File: config.mk
export PLATFORM = sky130hd
export DESIGN_NAME = csel_adder_pipe
export DESIGN_NICKNAME = d
export VERILOG_FILES = /design/src/rtl/csel_pkg.sv /design/src/rtl/csel_block.sv /design/src/rtl/csel_adder_pipe.sv
export SDC_FILE = /design/constraint.sdc
export NUM_CORES = 1
export LEC_CHECK = 0
export CORE_ASPECT_RATIO = 0.75
export CORE_MARGIN = 4
export CORE_UTILIZATION = 35
export CTS_CLUSTER_SIZE = 40
export DETAILED_ROUTE_END_ITERATION = 8
export DONT_BUFFER_PORTS = 1
export PLACE_DENSITY = 0.49
export SYNTH_ARGS = -nofsm -noshare
export SYNTH_HDL_FRONTEND = slang
export SYNTH_SLANG_ARGS = --single-unit
File: constraint.sdc
create_clock -name clk -period 2.5 [get_ports clk]
set_clock_uncertainty 0.2 [all_clocks]
set_input_delay 0.25 -clock clk [delete_from_list [all_inputs] [get_ports clk]]
set_output_delay 0.25 -clock clk [all_outputs]
set_load 0.02 [all_outputs]
File: src/rtl/csel_pkg.sv
// Shared definitions for the pipelined carry-select adder/subtractor.
// Holds the op encoding, the default geometry and the geometry helpers.
package csel_pkg;

  typedef enum logic {
    OP_ADD = 1'b0,
    OP_SUB = 1'b1
  } op_t;

  localparam int CSEL_WIDTH = 32;
  localparam int CSEL_BLK_W = 8;

  function automatic int num_blk(input int width, input int blk_w);
    return width / blk_w;
  endfunction

  // A legal geometry needs whole blocks and at least two of them.
  function automatic bit cfg_ok(input int width, input int blk_w);
    return (blk_w > 0) && ((width % blk_w) == 0) && ((width / blk_w) >= 2);
  endfunction

endpackage

File: src/rtl/csel_block.sv
// One carry-select block: the block sum and carry-out for both carry-in hypotheses.
module csel_block #(
  parameter int BLK_W = 8
) (
  input  logic [BLK_W-1:0] a,
  input  logic [BLK_W-1:0] b,
  output logic [BLK_W-1:0] s0,
  output logic             co0,
  output logic [BLK_W-1:0] s1,
  output logic             co1
);

  assign {co0, s0} = {1'b0, a} + {1'b0, b};
  assign {co1, s1} = {1'b0, a} + {1'b0, b} + {{BLK_W{1'b0}}, 1'b1};

endmodule

File: src/rtl/csel_adder_pipe.sv
// Two-stage pipelined carry-select adder/subtractor with valid/ready on both sides.
// Stage 1 precomputes both carry hypotheses per block; stage 2 resolves the block carry chain.
module csel_adder_pipe
  import csel_pkg::*;
#(
  parameter int WIDTH = CSEL_WIDTH,
  parameter int BLK_W = CSEL_BLK_W
) (
  input  logic             clk,
  input  logic             rst_n,
  input  logic             in_valid,
  output logic             in_ready,
  input  logic [WIDTH-1:0] a,
  input  logic [WIDTH-1:0] b,
  input  logic             cin,
  input  logic             op,
  output logic             out_valid,
  input  logic             out_ready,
  output logic [WIDTH-1:0] sum,
  output logic             cout,
  output logic             ovf
);

  localparam int NUM_BLK = num_blk(WIDTH, BLK_W);

  if (!cfg_ok(WIDTH, BLK_W)) begin : g_cfg_err
    $error("csel_adder_pipe: WIDTH must be a multiple of BLK_W with at least two blocks");
  end

  logic [WIDTH-1:0]     bb_s;
  logic                 c0_s;
  logic [BLK_W-1:0]     lo_sum_s;
  logic                 lo_co_s;
  logic [WIDTH-1:BLK_W] s0_s;
  logic [WIDTH-1:BLK_W] s1_s;
  logic [NUM_BLK-1:1]   co0_s;
  logic [NUM_BLK-1:1]   co1_s;

  logic                 v1_r;
  logic [BLK_W-1:0]     lo_sum_r;
  logic                 lo_co_r;
  logic [WIDTH-1:BLK_W] s0_r;
  logic [WIDTH-1:BLK_W] s1_r;
  logic [NUM_BLK-1:1]   co0_r;
  logic [NUM_BLK-1:1]   co1_r;
  logic                 a_msb_r;
  logic                 bb_msb_r;

  logic [WIDTH-1:0]     sel_sum_s;
  logic                 sel_cout_s;
  logic                 ovf_s;
  logic                 adv2_s;
  logic                 in_xfer_s;
  logic                 out_xfer_s;

  // Operand preparation: subtraction is a + ~b + 1
  always_comb begin
    if (op_t'(op) == OP_SUB) begin
      bb_s = ~b;
      c0_s = 1'b1;
    end else begin
      bb_s = b;
      c0_s = cin;
    end
  end

  assign {lo_co_s, lo_sum_s} = {1'b0, a[BLK_W-1:0]} + {1'b0, bb_s[BLK_W-1:0]}
                             + {{BLK_W{1'b0}}, c0_s};

  for (genvar k = 1; k < NUM_BLK; k++) begin : g_blk
    csel_block #(.BLK_W(BLK_W)) u_blk (
      .a   (a[k*BLK_W +: BLK_W]),
      .b   (bb_s[k*BLK_W +: BLK_W]),
      .s0  (s0_s[k*BLK_W +: BLK_W]),
      .co0 (co0_s[k]),
      .s1  (s1_s[k*BLK_W +: BLK_W]),
      .co1 (co1_s[k])
    );
  end

  assign adv2_s     = v1_r && (!out_valid || out_ready);
  assign in_ready   = !v1_r || adv2_s;
  assign in_xfer_s  = in_valid && in_ready;
  assign out_xfer_s = out_valid && out_ready;

  // Stage 1: capture per-block hypotheses on an input transfer; v1 tracks occupancy
  always_ff @(posedge clk or negedge rst_n) begin
    if (!rst_n) begin
      v1_r     <= 1'b0;
      lo_sum_r <= '0;
      lo_co_r  <= 1'b0;
      s0_r     <= '0;
      s1_r     <= '0;
      co0_r    <= '0;
      co1_r    <= '0;
      a_msb_r  <= 1'b0;
      bb_msb_r <= 1'b0;
    end else begin
      if (in_xfer_s) begin
        v1_r     <= 1'b1;
        lo_sum_r <= lo_sum_s;
        lo_co_r  <= lo_co_s;
        s0_r     <= s0_s;
        s1_r     <= s1_s;
        co0_r    <= co0_s;
        co1_r    <= co1_s;
        a_msb_r  <= a[WIDTH-1];
        bb_msb_r <= bb_s[WIDTH-1];
      end else if (adv2_s) begin
        v1_r <= 1'b0;
      end
    end
  end

  // Stage 2 select chain: each block's whole sum follows the carry entering it
  always_comb begin
    logic carry;
    sel_sum_s              = '0;
    sel_sum_s[BLK_W-1:0]   = lo_sum_r;
    carry                  = lo_co_r;
    for (int k = 1; k < NUM_BLK; k++) begin
      if (carry) begin
        sel_sum_s[k*BLK_W +: BLK_W] = s1_r[k*BLK_W +: BLK_W];
        carry                       = co1_r[k];
      end else begin
        sel_sum_s[k*BLK_W +: BLK_W] = s0_r[k*BLK_W +: BLK_W];
        carry                       = co0_r[k];
      end
    end
    sel_cout_s = carry;
  end

  assign ovf_s = (a_msb_r == bb_msb_r) && (sel_sum_s[WIDTH-1] != a_msb_r);

  // Stage 2 output registers: load on advance, hold while the consumer stalls
  always_ff @(posedge clk or negedge rst_n) begin
    if (!rst_n) begin
      out_valid <= 1'b0;
      sum       <= '0;
      cout      <= 1'b0;
      ovf       <= 1'b0;
    end else begin
      if (adv2_s) begin
        out_valid <= 1'b1;
        sum       <= sel_sum_s;
        cout      <= sel_cout_s;
        ovf       <= ovf_s;
      end else if (out_xfer_s) begin
        out_valid <= 1'b0;
      end
    end
  end

endmodule

==> impl_metrics.tcl <==
set metrics [dict create \
    status "finished with violations" \
    violations "hold timing" \
    max-slew-margin-rel_pct 52.1 \
    fill_cells 1591 \
    drc 0 \
    tightestPinTransition_ps 716 \
    grt_pass1_vias 4111 \
    port_buffers 0 \
    synth_mux_area_share_pct 11.1 \
    syn_nets 674 \
    hp-class "in2async" \
    wl_mm 12.2 \
    num_vias 3904 \
    postPlaceCellArea_um2 6390 \
    async_flop_share_pct 100 \
    cts_resized 0 \
    rr_endpoint "ovf" \
    dp_hpwl_mm 9.27 \
    powerDensity_nw_per_um2 896 \
    synth_warnings 0 \
    hold_buffers 4 \
    antenna_found_initial 0 \
    path_clk_slew_ps 80 \
    fp-row-count 40 \
    dieArea_um2 18900 \
    end_kind "flop" \
    final_cell_mix "dfrtp_1 (101), nand2_1 (72), o21ai_0 (68)" \
    critPathCapture "ovf" \
    synthToLayoutAreaGrowth_pct 14.8 \
    cts_buffers 9 \
    cts_max_path_buffers 2 \
    layout_commonest_cell "dfrtp_1" \
    clk_latency_ps 350 \
    crit_type "reg2reg" \
    fin_nets 698 \
    tritoncts "built" \
    synthAdderAreaFrac_pct 9.59 \
    finalCritPeriodShare_pct 88.5 \
    drtIter0Drc 112 \
    h-tree-depth 3 \
    grt_pass1_wl_mm 20.4 \
    synth_ff_type "dfrtp_1" \
    setup_viol 0 \
    core_um2 16200 \
    ff2ff_path_depth 6 \
    yosysUniqueCellTypes 49 \
    synth_edf_count 0 \
    cts_setup_buffers 0 \
    cap_violations 0 \
    fmax_mhz 452 \
    io_pins 106 \
    synth_top_family_by_area "compound AO/OA/AOI/OAI gates" \
    synth_compound_area_share_pct 12.4 \
    final_cell_area_um2 6740 \
    worstPathRequired_ps 2560 \
    ir_drop_uv 318 \
    clock-sinks 101 \
    worst_slack_ps 286 \
    synth_area_per_cell_um2 10.5 \
    n_antenna_cell 0 \
    synth-seq-cells 101 \
    cp-start-kind "flop" \
    cts_root_buf "clkbuf_16" \
    die_w_um 158 \
    initial_utilization_pct 36.2 \
    grt_overflow 0 \
    die_height_um 120 \
    synth_xor_area_share_pct 11.0 \
    fin_util_pct 41.6 \
    ant_nets 0 \
    hold_violations 101 \
    dr.pass1.iters 4 \
    holdWs_ps -607 \
    slew_viol_final 0 \
    post_drt_via_cell_ratio 4.87 \
    pre_cts_ws_ps -70.2 \
    leakage_nw 3.01 \
    routedWlPerCell_um 15.2 \
    rsz0062_at_grt "no" \
    cp-startpoint "lo_co_r" \
    reg2reg_slack_ps 290 \
    syn_area_um2 5870 \
    r2r-start "lo_co_r" \
    grt_max_degree 102 \
    place_congestion 0.809 \
    yosysSeqAreaShare_pct 43.0 \
    synth_cells 562 \
    period_minus_slack_ps 2210 \
    grtUsageTotal_pct 13.4 \
    arrival_ps 2270 \
    drive_gt1_share_pct 19.6 \
    yosys.area_share.simple_pct 9.88 \
    crit_fanout 3 \
]
critical path, stage by stage, from the launching register on:
cell	delay (ps)
dfrtp_1	430
mux2i_1	390
mux2i_4	340
mux2i_1	360
and3_1	200
nor2_1	40
o21ai_0	140
how the worst min path moves through the flow:
stage          startpoint       to  slack [ps]  cells past startpoint
2_1_floorplan       rst_n  a_msb_r        -250                      0
5_1_grt             rst_n   sum[2]        -630                      0
6_report            rst_n  sum[29]        -610                      0
3_5_place_dp        rst_n  sum[29]        -240                      0
3_3_place_gp        rst_n  sum[29]        -240                      0
4_1_cts             rst_n   sum[4]        -630                      0
flip-flops by register name, indices dropped and copies added (netlist names):
register	count
lo_co_r	1
lo_sum_r	8
cout	1
s1_r	24
out_valid	1
sum	32
v1_r	1
a_msb_r	1
co1_r	3
s0_r	24
co0_r	3
ovf	1
bb_msb_r	1
synthesized netlist by cell type (2+ instances only):
| master | number | area share [%] |
|---|---|---|
| dfrtp_1 | 101 | 43 |
| nand2_1 | 74 | 4.7 |
| o21ai_0 | 71 | 6.1 |
| xor2_1 | 48 | 7.2 |
| ha_1 | 37 | 7.9 |
| mux2_2 | 33 | 6.3 |
| mux2i_1 | 26 | 4.4 |
| xnor2_1 | 26 | 3.9 |
| inv_1 | 19 | 1.2 |
| clkbuf_1 | 16 | 1.0 |
| a21oi_1 | 11 | 0.94 |
| nand2b_1 | 8 | 0.85 |
| nor2_1 | 7 | 0.45 |
| a21o_1 | 6 | 0.77 |
| and3_1 | 6 | 0.64 |
| nand3_1 | 6 | 0.51 |
| nor3_1 | 6 | 0.51 |
| buf_1 | 5 | 0.32 |
| fa_1 | 5 | 1.7 |
| or2_2 | 5 | 0.53 |
| and2_1 | 4 | 0.43 |
| o21ai_1 | 4 | 0.34 |
| o21bai_1 | 4 | 0.51 |
| nand3b_1 | 3 | 0.38 |
| o31ai_1 | 3 | 0.38 |
| a2111oi_4 | 2 | 0.94 |
| nand4_1 | 2 | 0.21 |
| nor2b_1 | 2 | 0.21 |
| o21a_1 | 2 | 0.26 |
power breakdown:
| group | leakage [nW] | switching (mW) | total, mW | internal [mW] |
|---|---|---|---|---|
| clock | 0.145 | 0.647 | 1.44 | 0.792 |
| combinational | 1.64 | 0.864 | 1.78 | 0.912 |
| sequential | 1.23 | 0.634 | 2.82 | 2.19 |
logic make-up (layout without fill, tap and decap cells):
family | count (synthesis) | count (layout)
AOI/OAI and AO/OA | 117 | 117
muxes | 60 | 60
and+or+nand+nor | 126 | 126
buffers and inverters | 42 | 71
xor gates and xnor gates | 74 | 74
adders and majority gates | 42 | 42
DFF | 101 | 101
metal layers:
metal  GRT usage (%)  part of all wire [%]  up-vias
met1            17.6                    48     1832
met5               0                     0        -
met4            3.39                   1.0        0
met3            3.97                   5.5       10
met2            21.7                    45       78
li1                -                     -     1984
stage by stage:
step | power, mW | hold slack (ps) | instances | TNS, ps
after floorplan | 4.13 | -246 | 562 | -1800
after global placement | 4.62 | -242 | 781 | -70.5
after detailed placement | 4.68 | -243 | 781 | -316
after CTS | 6.16 | -625 | 801 | 0
after global routing | 6.50 | -631 | 801 | 0
final | 6.04 | -607 | 801 | 0
cell type report:
type,instances,area (um^2),share of cell area [%]
clock buffers,9,225,3.34
clock inverters,7,82.6,1.22
inverters,19,71.3,1.06
well taps,210,263,3.90
multi-input cells,419,3280,48.6
repair buffers,36,293,4.34
flip-flops and latches,101,2530,37.5
Power figures use the tool's default switching activity.
